**config.mk**
```make
export PLATFORM = sky130hd
export DESIGN_NAME = turfio_cout_mc
export DESIGN_NICKNAME = d
export VERILOG_FILES = /design/src/rtl/turfio_cout_mc.sv
export SDC_FILE = /design/constraint.sdc
export NUM_CORES = 1
export LEC_CHECK = 0
export CAP_MARGIN = 10
export CORE_MARGIN = 10
export CORE_UTILIZATION = 35
export CTS_CLUSTER_DIAMETER = 30
export DETAILED_ROUTE_END_ITERATION = 6
export HOLD_SLACK_MARGIN = 0.06
export PLACE_DENSITY = 0.52
export SYNTH_ARGS = -nofsm -noshare
export SYNTH_HDL_FRONTEND = slang
export SYNTH_SLANG_ARGS = --single-unit
```
**constraint.sdc**
```tcl
create_clock -name if_clk_i -period 3.7 [get_ports if_clk_i]
set_input_delay 0.74 -clock if_clk_i [delete_from_list [all_inputs] [get_ports if_clk_i]]
set_output_delay 0.74 -clock if_clk_i [all_outputs]
set_load 0.01 [all_outputs]
```
**src/rtl/turfio_cout_mc.sv**
```systemverilog
// turfio_cout_mc: multi-channel command-output framer.
// Queues 32-bit commands in a small FIFO and slices them, MSB first, into
// fixed-length frames of SER_WIDTH-bit beats on every channel. Channels that
// request training send TRAIN_PATTERN. The other channels share the queued
// command, or send IDLE_WORD when the queue is empty.
module turfio_cout_mc #(
   parameter int unsigned          CMD_WIDTH     = 32,
   parameter int unsigned          SER_WIDTH     = 8,
   parameter int unsigned          NCH           = 4,
   parameter int unsigned          FIFO_DEPTH    = 4,
   parameter logic [CMD_WIDTH-1:0] TRAIN_PATTERN = 32'hA55A6996,
   parameter logic [CMD_WIDTH-1:0] IDLE_WORD     = 32'h00000000
) (
   input  logic                     if_clk_i,
   input  logic                     if_rstn_i,
   input  logic [CMD_WIDTH-1:0]     cmd_tdata_i,
   input  logic                     cmd_tvalid_i,
   output logic                     cmd_tready_o,
   input  logic [NCH-1:0]           train_i,
   input  logic                     sync_i,
   output logic [NCH*SER_WIDTH-1:0] cout_data_o,
   output logic                     frame_start_o,
   output logic                     cmd_sent_o,
   output logic [15:0]              frame_count_o
);

   localparam int unsigned BEATS = CMD_WIDTH / SER_WIDTH;
   localparam int unsigned BW    = (BEATS > 1) ? $clog2(BEATS) : 1;
   localparam int unsigned AW    = $clog2(FIFO_DEPTH);
   localparam int unsigned CW    = AW + 1;

   // Reject parameter sets that cannot form whole frames or a ring-pointer FIFO
   if ((CMD_WIDTH % SER_WIDTH) != 0 || BEATS == 0) begin : g_bad_width
      $error("turfio_cout_mc: CMD_WIDTH must be a non-zero multiple of SER_WIDTH");
   end
   if (FIFO_DEPTH < 2 || (FIFO_DEPTH & (FIFO_DEPTH - 1)) != 0) begin : g_bad_depth
      $error("turfio_cout_mc: FIFO_DEPTH must be a power of 2 and at least 2");
   end

   // FIFO storage and bookkeeping
   logic [CMD_WIDTH-1:0] r_mem [FIFO_DEPTH];
   logic [AW-1:0]        r_wptr;
   logic [AW-1:0]        r_rptr;
   logic [CW-1:0]        r_count;
   logic                 r_tready;

   // Framing state
   logic [NCH-1:0]                     r_latch;
   logic [BW-1:0]                      r_beat;
   logic [NCH-1:0][CMD_WIDTH-1:0]      r_shift;
   logic [CMD_WIDTH-1:0]               r_cmd;
   logic                               r_cur_cmd;
   logic [NCH-1:0][SER_WIDTH-1:0]      r_cout;
   logic                               r_frame_start;
   logic                               r_cmd_sent;
   logic [15:0]                        r_frame_count;

   logic                               w_push;
   logic                               w_empty;
   logic                               w_load;
   logic [NCH-1:0]                     w_train;
   logic                               w_any_live;
   logic                               w_restart;
   logic                               w_pop;
   logic [CW-1:0]                      w_count_nxt;
   logic [CMD_WIDTH-1:0]               w_live_word;
   logic [NCH-1:0][CMD_WIDTH-1:0]      w_frame;
   logic [BW-1:0]                      w_beat_base;
   logic [BW-1:0]                      w_beat_nxt;

   // Handshake, load decision and pop qualification
   assign w_push      = cmd_tvalid_i & r_tready;
   assign w_empty     = (r_count == '0);
   assign w_load      = (r_beat == '0) | sync_i;
   assign w_train     = w_load ? train_i : r_latch;
   assign w_any_live  = ~(&w_train);
   assign w_restart   = sync_i & (r_beat != '0) & r_cur_cmd;
   assign w_pop       = w_load & ~w_restart & ~w_empty & w_any_live;
   assign w_count_nxt = r_count + CW'(w_push) - CW'(w_pop);

   // Beat counter: a load edge restarts the frame at beat 0
   assign w_beat_base = w_load ? '0 : r_beat;
   assign w_beat_nxt  = (w_beat_base == BW'(BEATS - 1)) ? '0 : w_beat_base + BW'(1);

   // Word for live channels: restarted command, FIFO head, or idle
   always_comb begin
      w_live_word = IDLE_WORD;
      if (w_restart) begin
         w_live_word = r_cmd;
      end else if (!w_empty) begin
         w_live_word = r_mem[r_rptr];
      end
   end

   // Per-channel frame word selection
   for (genvar c = 0; c < NCH; c++) begin : g_frame
      assign w_frame[c] = w_train[c] ? TRAIN_PATTERN : w_live_word;
   end

   // FIFO storage write (contents need no reset; pointers define validity)
   always_ff @(posedge if_clk_i) begin
      if (w_push) begin
         r_mem[r_wptr] <= cmd_tdata_i;
      end
   end

   // FIFO pointers, occupancy and registered ready
   always_ff @(posedge if_clk_i or negedge if_rstn_i) begin
      if (!if_rstn_i) begin
         r_wptr   <= '0;
         r_rptr   <= '0;
         r_count  <= '0;
         r_tready <= 1'b0;
      end else begin
         if (w_push) r_wptr <= r_wptr + AW'(1);
         if (w_pop)  r_rptr <= r_rptr + AW'(1);
         r_count  <= w_count_nxt;
         r_tready <= (w_count_nxt != CW'(FIFO_DEPTH));
      end
   end

   // Frame control: beat counter, train latch, in-flight command tracking
   always_ff @(posedge if_clk_i or negedge if_rstn_i) begin
      if (!if_rstn_i) begin
         r_beat        <= '0;
         r_latch       <= '1;
         r_cmd         <= '0;
         r_cur_cmd     <= 1'b0;
         r_frame_start <= 1'b0;
         r_cmd_sent    <= 1'b0;
         r_frame_count <= '0;
      end else begin
         r_beat        <= w_beat_nxt;
         r_frame_start <= w_load;
         r_cmd_sent    <= w_pop;
         if (w_pop) begin
            r_cmd <= r_mem[r_rptr];
         end
         if (w_load) begin
            r_latch       <= train_i;
            r_cur_cmd     <= w_pop | (w_restart & w_any_live);
            r_frame_count <= r_frame_count + 16'd1;
         end
      end
   end

   // Output shifters: present the top SER_WIDTH bits, shift left each beat
   always_ff @(posedge if_clk_i or negedge if_rstn_i) begin
      if (!if_rstn_i) begin
         r_shift <= '0;
         r_cout  <= '0;
      end else begin
         for (int unsigned c = 0; c < NCH; c++) begin
            if (w_load) begin
               r_cout[c]  <= w_frame[c][CMD_WIDTH-1 -: SER_WIDTH];
               r_shift[c] <= w_frame[c] << SER_WIDTH;
            end else begin
               r_cout[c]  <= r_shift[c][CMD_WIDTH-1 -: SER_WIDTH];
               r_shift[c] <= r_shift[c] << SER_WIDTH;
            end
         end
      end
   end

   assign cmd_tready_o  = r_tready;
   assign cout_data_o   = r_cout;
   assign frame_start_o = r_frame_start;
   assign cmd_sent_o    = r_cmd_sent;
   assign frame_count_o = r_frame_count;

endmodule

```
* Yosys cells after proc, flatten, opt, wreduce, memory -nomap -nowiden
Memories as Yosys holds them, arrays and structs flattened.
Cells that the tools add are included.
** Storage, ports and cells
- Register bits :: 225
- Bits in writable memories :: 128
- Output and inout port bits :: 51
- Logic and storage cells :: 63
- Memories :: 1
** Cells by class
- Add/subtract/negate cells :: 6
- Eq/ne operators :: 2
- Mux-type cells :: 19
- Bitwise gates (word level) :: 12
- Reductions and logical operators :: 4
** Memory list
- r_mem :: words 4, width 32, rd ports 1, clocked after Yosys merged registers in 0, write ports 1, RTL line 41 : logic [CMD_WIDTH-1:0] r_mem [FIFO_DEPTH];
** Operators by type and width (count)
- $mux W32 :: 10
- $mux W8 :: 4
- $add A16 B1 Y16 const B :: 1
- $and A1 B1 Y1 :: 7
- $add A2 B1 Y2 const B :: 3
- $mux W2 :: 2
- $mux W4 :: 1
- $reduce_and A4 Y1 :: 1
- $add A3 B1 Y3 :: 1
- $logic_not A3 Y1 :: 1
- $ne A3 B3 Y1 const B :: 1
- $not A1 Y1 :: 3
- $sub A3 B1 Y3 :: 1
- $eq A2 B2 Y1 const B :: 1
- $logic_not A2 Y1 :: 1
- $mux W1 :: 2
- $or A1 B1 Y1 :: 2
- $reduce_bool A2 Y1 :: 1

* Logic depth before layout (Yosys ltp)
Gate-level depths: netlist (run 1).
- Depth in word-level cells :: 9
- Gate-level depth with buffers :: 11
- Gate-level depth less buffers :: 9

* Worst setup path before layout (run 1)
Ideal clock, no wire load.
- Path type :: input -> register
- From :: in sync_i
- To :: reg r_tready (netlist: cmd_tready_o)
- Arrival :: 2.742 ns
- Required time :: 3.575 ns
- Setup slack :: 0.834 ns
- Cell stages on the path :: 11
- Path buffers :: 2
- Cell sequence :: o211a_1 -> buf_6 -> nor4_4 -> buf_6 -> ha_1 -> inv_1 -> ha_1 -> fa_1 -> xnor2_1 -> xnor2_1 -> nand2_1
** Between the ends
- Word-level cells in the longest chain between the ends :: 8
- Elaborated cells on any way between the ends :: 12
** RTL lines
- from (decl) :: RTL line 20 : input logic sync_i,
- $and A1 B1 Y1 (2 in a row) :: RTL line 77 : assign w_restart = sync_i & (r_beat != '0) & r_cur_cmd;
- $not A1 Y1 :: RTL line 78 : assign w_pop = w_load & ~w_restart & ~w_empty & w_any_live;
- $and A1 B1 Y1 (2 in a row) :: RTL line 78
- $and A1 B1 Y1 (*) :: RTL line 78
- net w_pop :: RTL line 64 : logic w_pop;
- $sub A3 B1 Y3 (*) :: RTL line 79 : assign w_count_nxt = r_count + CW'(w_push) - CW'(w_pop);
- net w_count_nxt[2] :: RTL line 65 : logic [CW-1:0] w_count_nxt;
- $ne A3 B3 Y1 (*) :: RTL line 118 : r_tready <= (w_count_nxt != CW'(FIFO_DEPTH));
- to (signal assigned) :: RTL line 118
- to (decl) :: RTL line 45 : logic r_tready;
The timed path passes the listed nets; every way through them passes the cells marked *.
A chain may end at the register's enable or synchronous reset.

* Final worst setup path (run 1)
- From :: in train_i[2]
- To :: reg r_tready (netlist: cmd_tready_o)
** Between the ends
- Word-level cells in the longest chain between the ends :: 6
** RTL lines
- from (decl) :: RTL line 19 : input logic [NCH-1:0] train_i,
- $mux W4
- $reduce_and A4 Y1 :: RTL line 76 : assign w_any_live = ~(&w_train);
- $not A1 Y1 :: RTL line 76
- $and A1 B1 Y1 :: RTL line 78
- $sub A3 B1 Y3 :: RTL line 79
- net w_count_nxt[2] :: RTL line 65
- $ne A3 B3 Y1 :: RTL line 118
The timed path passes the listed nets, and every way through them passes these cells.

==> out/qor.csv, run 1 <==
stage,metric,value,unit
clocking,numCtsBuffers,73,
clocking,cts_tree,done,
clocking,clock-sinks,317,
clocking,cts_buffer_depth,3,
drt,drtPass1Iterations,5,
timing,timing.fmax,0.379,GHz
clocking,root_buffer,clkbuf_16,
floorplan,rows,67,
drt,via_count,6753,
clocking,htree_levels,3,
global_route,grt_overflow,0,
global_route,antenna_found_initial,0,
layout,post-route-util,0.477,
timing,rsz0062_at_grt,no,
floorplan,dieArea,0.0415,mm²
floorplan,die_h,204,µm
layout,n_antenna_cell,0,
power_and_ir_drop,peakVddDrop,0.479,mV
placement,dp_hpwl,15900,µm
job,maxCapViolCount,0,
worst_setup_path,arrival,3060,ps
global_route,grt_pass1_vias,7132,
drt,avgViaCountPerCell,4.72,
synthesis,netlist_top_cells_count,"dfrtp_1 (189), edfxtp_1 (128), nor2_1 (123)",
synthesis,yosys-top-cells-area,"dfrtp_1 (40%), edfxtp_1 (33%), mux4_2 (6.1%)",
synthesis,avgSynthCellArea,15.4,µm²
timing,fin_tns_setup,0,ps
synthesis,netlist.top_cell.by_area,dfrtp_1,
floorplan,start_util,0.353,
drt,dr.first_iter.drc_count,395,
placement,io_buffers,90,
clocking,clock_latency,560,ps
synthesis,syn_inst,770,
synthesis,synth.ff_latch_count,317,
layout,layout.nets,971,
timing,period_share,0.713,
power_and_ir_drop,power.switching,4.09,mW
worst_setup_path,critical_path_class,in -> reg,
synthesis,ys.flop_type,dfrtp_1,
synthesis,ys_seq_area_frac,0.725,
timing,worst_pin_slew,687,ps
clocking,postCtsSetupRepairBufs,0,
global_route,grt_first_pass_wirelength,41500,µm
worst_setup_path,cp.required,4120,ps
timing,maxSlewViolCount,0,
timing,fin_skew,28.5,ps
power_and_ir_drop,power_switching_share,0.274,
clocking,cts_hold_buf,0,
drt,route.final.wire_length,26000,µm
power_and_ir_drop,p_leak,6.38,nW
worst_setup_path,cp-startpoint,train_i[2],
synthesis,ys_types,36,
timing,slew_headroom,0.542,
power_and_ir_drop,p_int,10.8,mW
global_route,grt_start_max_net_pins,73,
layout,fill_cells,2913,
clocking,cts_resized,0,
power_and_ir_drop,pwr-share-comb,0.205,
min_path,hp-class,in -> async,
worst_setup_path,critPathMaxFanout,7,
timing,finalHoldViolCount,0,
worst_setup_path,startpoint_type,primary input,
drt,route.detailed.drc,0,
synthesis,syn_area,0.0118,mm²
synthesis,synth_top_area_frac,0.400,
power_and_ir_drop,clkPwrFrac,0.456,
worst_setup_path,r2r_start,r_count[0],
floorplan,pin_count,91,
worst_setup_path,cp-end-kind,register,
timing,setup_viol,0,
drt,postRouteAntennaNets,0,
synthesis,async_flop_share,0.596,
power_and_ir_drop,seqPwrFrac,0.339,
floorplan,dieWidth,204,µm
global_route,grt_usage,0.127,
synthesis,yosys_warnings,0,
run_status,outcome,completed,
power_and_ir_drop,p_per_area,932,mW/mm²
floorplan,core_area,0.0334,mm²
layout,syn_to_final_growth,35.1,%
timing,finalCriticalPeriod,2640,ps
synthesis,synth_edf_count,128,
layout,layout-drive-gt1-share,0.238,
placement,gp_congestion,0.754,
drt,routedWlPerCell,18.2,µm
clocking,clkTransAtPathRegs,40,ps
synthesis,synth.most_common_cell,dfrtp_1,
synthesis,synth_fp_nets,818,
## cells in the final DEF (no fill, tap or decap), drive strengths merged, types with 2 or more instances in the layout
master,netlist,final
inv,7,18
ha,7,7
clkdlybuf4s50,0,89
nand2b,5,5
edfxtp,128,128
nor2,123,123
a22o,4,4
nor4,2,2
buf,14,30
a22oi,16,16
xor2,6,6
clkinv,0,18
nor3,2,2
nand3,4,4
dfrtp,189,189
bufinv,0,14
nand4,3,3
and3,5,5
clkinvlp,0,8
xnor2,15,15
a221oi,12,12
a21oi,96,96
and4,3,3
mux2,33,33
o21a,16,16
nand2,14,14
mux4,32,32
clkbuf,28,85
## through the flow
stage                     cells  power [mW]  setup slack [ps]  hold slack [ps]  area [µm²]
after floorplan             770        6.94               834              444       11800
after global placement     1296        8.19               543              460       13300
after detailed placement   1296        8.22               499              471       13300
after CTS                  1431        15.1              1070              197       16000
after global routing       1431        15.6               881              218       16000
final                      1431        14.9              1060              185       16000
## worst paths after layout
check	cells past startpoint	slack (ps)	to
hold reg to reg	2	470	r_shift[24]
setup reg to reg	9	1310	cmd_tready_o
max in group asynchronous	2	2670	r_shift[49]
hold / removal	1	180	frame_count_o[5]
setup / recovery	10	1060	cmd_tready_o
min in group if_clk_i	2	470	r_shift[24]
## final cells by class
cell class | count | area (µm²) | area share
Multi-Input combinational cell | 404 | 3030 | 0.189
Inverter | 7 | 26.3 | 0.00165
Sequential cell | 317 | 8570 | 0.537
Clock inverter | 51 | 722 | 0.0452
Timing Repair Buffer | 120 | 1140 | 0.0715
Tap cell | 448 | 561 | 0.0351
Clock buffer | 84 | 1920 | 0.120
## flip-flops by register name, summed over array words and instances (netlist names)
register / cells
frame_start_o: 1
r_beat: 2
cout_data_o: 32
r_count: 3
cmd_sent_o: 1
r_cmd: 32
r_wptr: 2
r_mem: 128
r_rptr: 2
r_cur_cmd: 1
frame_count_o: 16
r_shift: 96
cmd_tready_o: 1
## power by group through the flow
stage | clock network (mW) | registers (mW) | logic, mW
2_1_floorplan | 0 | 5.05 | 1.89
3_3_place_gp | 0 | 5.10 | 3.09
3_5_place_dp | 0 | 5.11 | 3.11
4_1_cts | 6.91 | 5.06 | 3.13
5_1_grt | 7.12 | 5.15 | 3.36
6_report | 6.78 | 5.05 | 3.06
## layer usage
layer	track usage	part of all wire	up-vias
met2	0.189	0.45	169
li1	-	-	3144
met5	0	0	-
met4	0.0464	0.020	0
met1	0.177	0.47	3393
met3	0.0319	0.054	47
## critical path, stage by stage
cell and delay, ps:
clkdlybuf4s50_1 640, and4_1 330, nor4_4 50, ha_1 290, inv_1 40, ha_1 180, fa_1 370, xnor2_1 180
xnor2_1 170, nand2_1 70
## cell families (layout without fill, tap and decap cells)
logic type	Yosys count	in the layout	share of synthesized area
AO/OA/AOI/OAI	148	148	0.0795
XOR/XNOR	21	21	0.0156
adder cells (fa/ha/maj)	8	8	0.00910
buffers and inverters	49	262	0.0199
flip-flops	317	317	0.725
multiplexers	65	65	0.0924
AND/OR/NAND/NOR	162	162	0.0583
Power figures use the tool's default switching activity.
==> run 2, diff against run 1 <==
Clock period 3.7 ns to 2.5 ns, I/O delays scaled along.
==> run 2 against run 1 <==
Clock skew fell by 3.7 ps. Power is 42% higher. Via count is 1.0% lower. Global-route usage is 0.23 points lower. Critical path type is now reg -> reg.
==> out/qor.csv, run 2 (synthesized netlist as in run 1, its figures left out) <==
stage,metric,value,unit,change
timing,holdWs,465,ps,was 185 ps
timing,finalHoldViolCount,0,,unchanged
worst_setup_path,reg2reg_to,cmd_tready_o,,unchanged
worst_setup_path,path_cells,o211a_1 -> nor4_4 -> ha_4 -> inv_2 -> ha_4 -> fa_2 -> xnor2_2 -> xnor2_1 -> nand2_1,,was clkdlybuf4s50_1 -> and4_1 -> nor4_4 -> ha_1 -> inv_1 -> ha_1 -> fa_1 -> xnor2_1 -> xnor2_1 -> nand2_1
power_and_ir_drop,pwr-share-comb,0.239,,was 0.205
global_route,antenna_found_initial,1,,was 0
min_path,hold_path_depth,1,,
timing,maxSlewViolCount,0,,unchanged
worst_setup_path,slowest_stage,dfrtp_1,,was clkdlybuf4s50_1
global_route,grtUsageMet2,0.192,,was 0.189
drt,via_count,6684,,was 6753
layout,syn_to_final_growth,36.0,%,was 35.1%
timing,setup_viol,0,,unchanged
clocking,postCtsSetupRepairBufs,0,,unchanged
floorplan,dieArea,0.0415,mm²,unchanged
global_route,top_usage_layer,met2,,unchanged
power_and_ir_drop,clkPwrFrac,0.409,,was 0.456
drt,route.final.wire_length,25100,µm,was 26000 µm
min_path,hp-class,reg -> reg,,was in -> async
timing,period_share,0.902,,
power_and_ir_drop,total_power,21.1,mW,was 14.9 mW
global_route,grt_usage,0.125,,was 0.127
clocking,clkTransAtPathRegs,40,ps,about the same
power_and_ir_drop,peakVddDrop,0.606,mV,was 0.479 mV
layout,mostFrequentLayoutCell,dfrtp_1,,unchanged
placement,place_inst,1334,,was 1296
global_route,grt_first_pass_wirelength,41200,µm,was 41500 µm
floorplan,pin_count,91,,unchanged
worst_setup_path,cp-startpoint,r_beat[1],,was train_i[2]
drt,dr.first_iter.drc_count,316,,was 395
min_path,hold_end,frame_count_o[15],,
job,maxCapViolCount,0,,unchanged
timing,worst_pin_slew,543,ps,was 687 ps
power_and_ir_drop,power.switching,5.75,mW,was 4.09 mW
placement,dp_hpwl,15900,µm,about the same
power_and_ir_drop,p_leak,6.46,nW,was 6.38 nW
timing,timing.fmax,0.443,GHz,
floorplan,dieWidth,204,µm,unchanged
timing,rsz0062_at_grt,no,,unchanged
drt,routedWlPerCell,17.2,µm,was 18.2 µm
layout,reg_top3,"r_mem x128, r_shift x96",,unchanged
global_route,grt_start_max_net_pins,65,,was 73
floorplan,rows,67,,unchanged
clocking,clock-sinks,317,,unchanged
layout,layout-drive-gt1-share,0.255,,was 0.238
placement,place_area,0.0138,mm²,was 0.0133 mm²
clocking,cts_buffer_depth,3,,unchanged
worst_setup_path,rrSetupSlack,240,ps,was 1310 ps
timing,finalCriticalPeriod,2260,ps,
drt,avgViaCountPerCell,4.57,,was 4.72
min_path,hp-start,frame_count_o[15],,
worst_setup_path,reg2regPathDepth,9,,unchanged
clocking,root_buffer,clkbuf_16,,unchanged
worst_setup_path,startpoint_type,register,,was primary input
drt,route.detailed.drc,0,,unchanged
run_status,outcome,completed,,unchanged
worst_setup_path,r2r_start,r_beat[1],,was r_count[0]
drt,postRouteAntennaNets,0,,unchanged
layout,mostFrequentLayoutCells,"dfrtp_1 (188), edfxtp_1 (128), nor2_1 (120)",,"was dfrtp_1 (188), edfxtp_1 (128), nor2_1 (118)"
worst_setup_path,crit_top_cell,ha_4,,
worst_setup_path,cp.required,2910,ps,was 4120 ps
global_route,met3_usage,0.0332,,was 0.0319
floorplan,core_area,0.0334,mm²,unchanged
worst_setup_path,cp-end-kind,register,,unchanged
worst_setup_path,path_delay_family,adder cells,,unchanged
layout,layoutNonFillerInstCount,1461,,was 1431
clocking,htree_levels,3,,unchanged
placement,io_buffers,90,,unchanged
timing,fin_skew,24.8,ps,was 28.5 ps
worst_setup_path,critical_path_class,reg -> reg,,was in -> reg
power_and_ir_drop,p_int,15.3,mW,was 10.8 mW
power_and_ir_drop,p_per_area,1310,mW/mm²,was 932 mW/mm²
floorplan,start_util,0.353,,unchanged
timing,slew_headroom,0.638,,was 0.542
layout,n_antenna_cell,0,,unchanged
worst_setup_path,crit_buf_inv,1,,was 2
worst_setup_path,slowest_delay,410,ps,was 640 ps
layout,largest_reg_flops,128,,unchanged
power_and_ir_drop,seqPwrFrac,0.352,,was 0.339
layout,layout.nets,1007,,was 971
layout,largest_register,r_mem,,unchanged
placement,gp_congestion,0.766,,was 0.754
worst_setup_path,critPathMaxFanout,4,,was 7
power_and_ir_drop,power_switching_share,0.273,,was 0.274
worst_setup_path,arrival,2660,ps,was 3060 ps
layout,final_area,0.0161,mm²,was 0.0160 mm²
clocking,cts_tree,done,,unchanged
floorplan,die_h,204,µm,unchanged
global_route,grt_use_met1,0.166,,was 0.177
clocking,clock_latency,550,ps,was 560 ps
global_route,grt_pass1_vias,7325,,was 7132
drt,drtPass1Iterations,4,,was 5
global_route,grt_overflow,0,,unchanged
clocking,numCtsBuffers,70,,was 73
layout,post-route-util,0.481,,was 0.477
## run 2: repair_timing
action	CTS	global route
hold buffers	1	0
hold endpoints to repair	60	0
gates resized for setup	0	0
## run 2: metrics by stage
| step | setup WS [ps] | TNS [ps] |
|---|---|---|
| after floorplan | -108 | -122 |
| after detailed placement | -299 | -9700 |
| after CTS | 237 | 0 |
| after global routing | 100 | 0 |
| after global placement | -280 | -8440 |
| final | 245 | 0 |
## run 2: cell type report
class | instances | area, µm²
fill | 2886 | 17400
sequential | 317 | 8570
multi-input combinational | 404 | 3060
clock buffer | 89 | 1930
timing repair buffer | 159 | 1580
tap | 448 | 561
clock inverter | 37 | 355
inverter | 7 | 26.3
## run 2: worst max path at each step
stage | to | cells after the start
floorplan | cmd_tready_o | 11
global placement | cmd_tready_o | 10
detailed placement | cmd_tready_o | 10
CTS | cmd_tready_o | 9
global route | cmd_tready_o | 9
finish | cmd_tready_o | 9
## run 2: worst register-to-register path, delay by kind of cell, from the launching register on
kind                       cells  cell delay, ps
AOI/OAI and AO/OA              1             280
xor gates and xnor gates       2             340
and+or+nand+nor                2             410
DFF                            1             410
buffers and inverters          1              30
adders and majority gates      3             650
## run 2: power by group through the flow
stage	combinational, mW	clock [mW]	sequential, mW
after floorplan	2.84	0	7.48
after global placement	5.08	0	7.47
after detailed placement	5.13	0	7.50
after CTS	5.15	8.83	7.43
after global routing	5.56	9.11	7.56
final	5.04	8.63	7.42
## run 2: metal layers
layer | part of all wire | up-vias
li1 | - | 3204
met1 | 0.46 | 3309
met2 | 0.47 | 118
met3 | 0.044 | 51
met4 | 0.024 | 2
met5 | 0.00068 | -
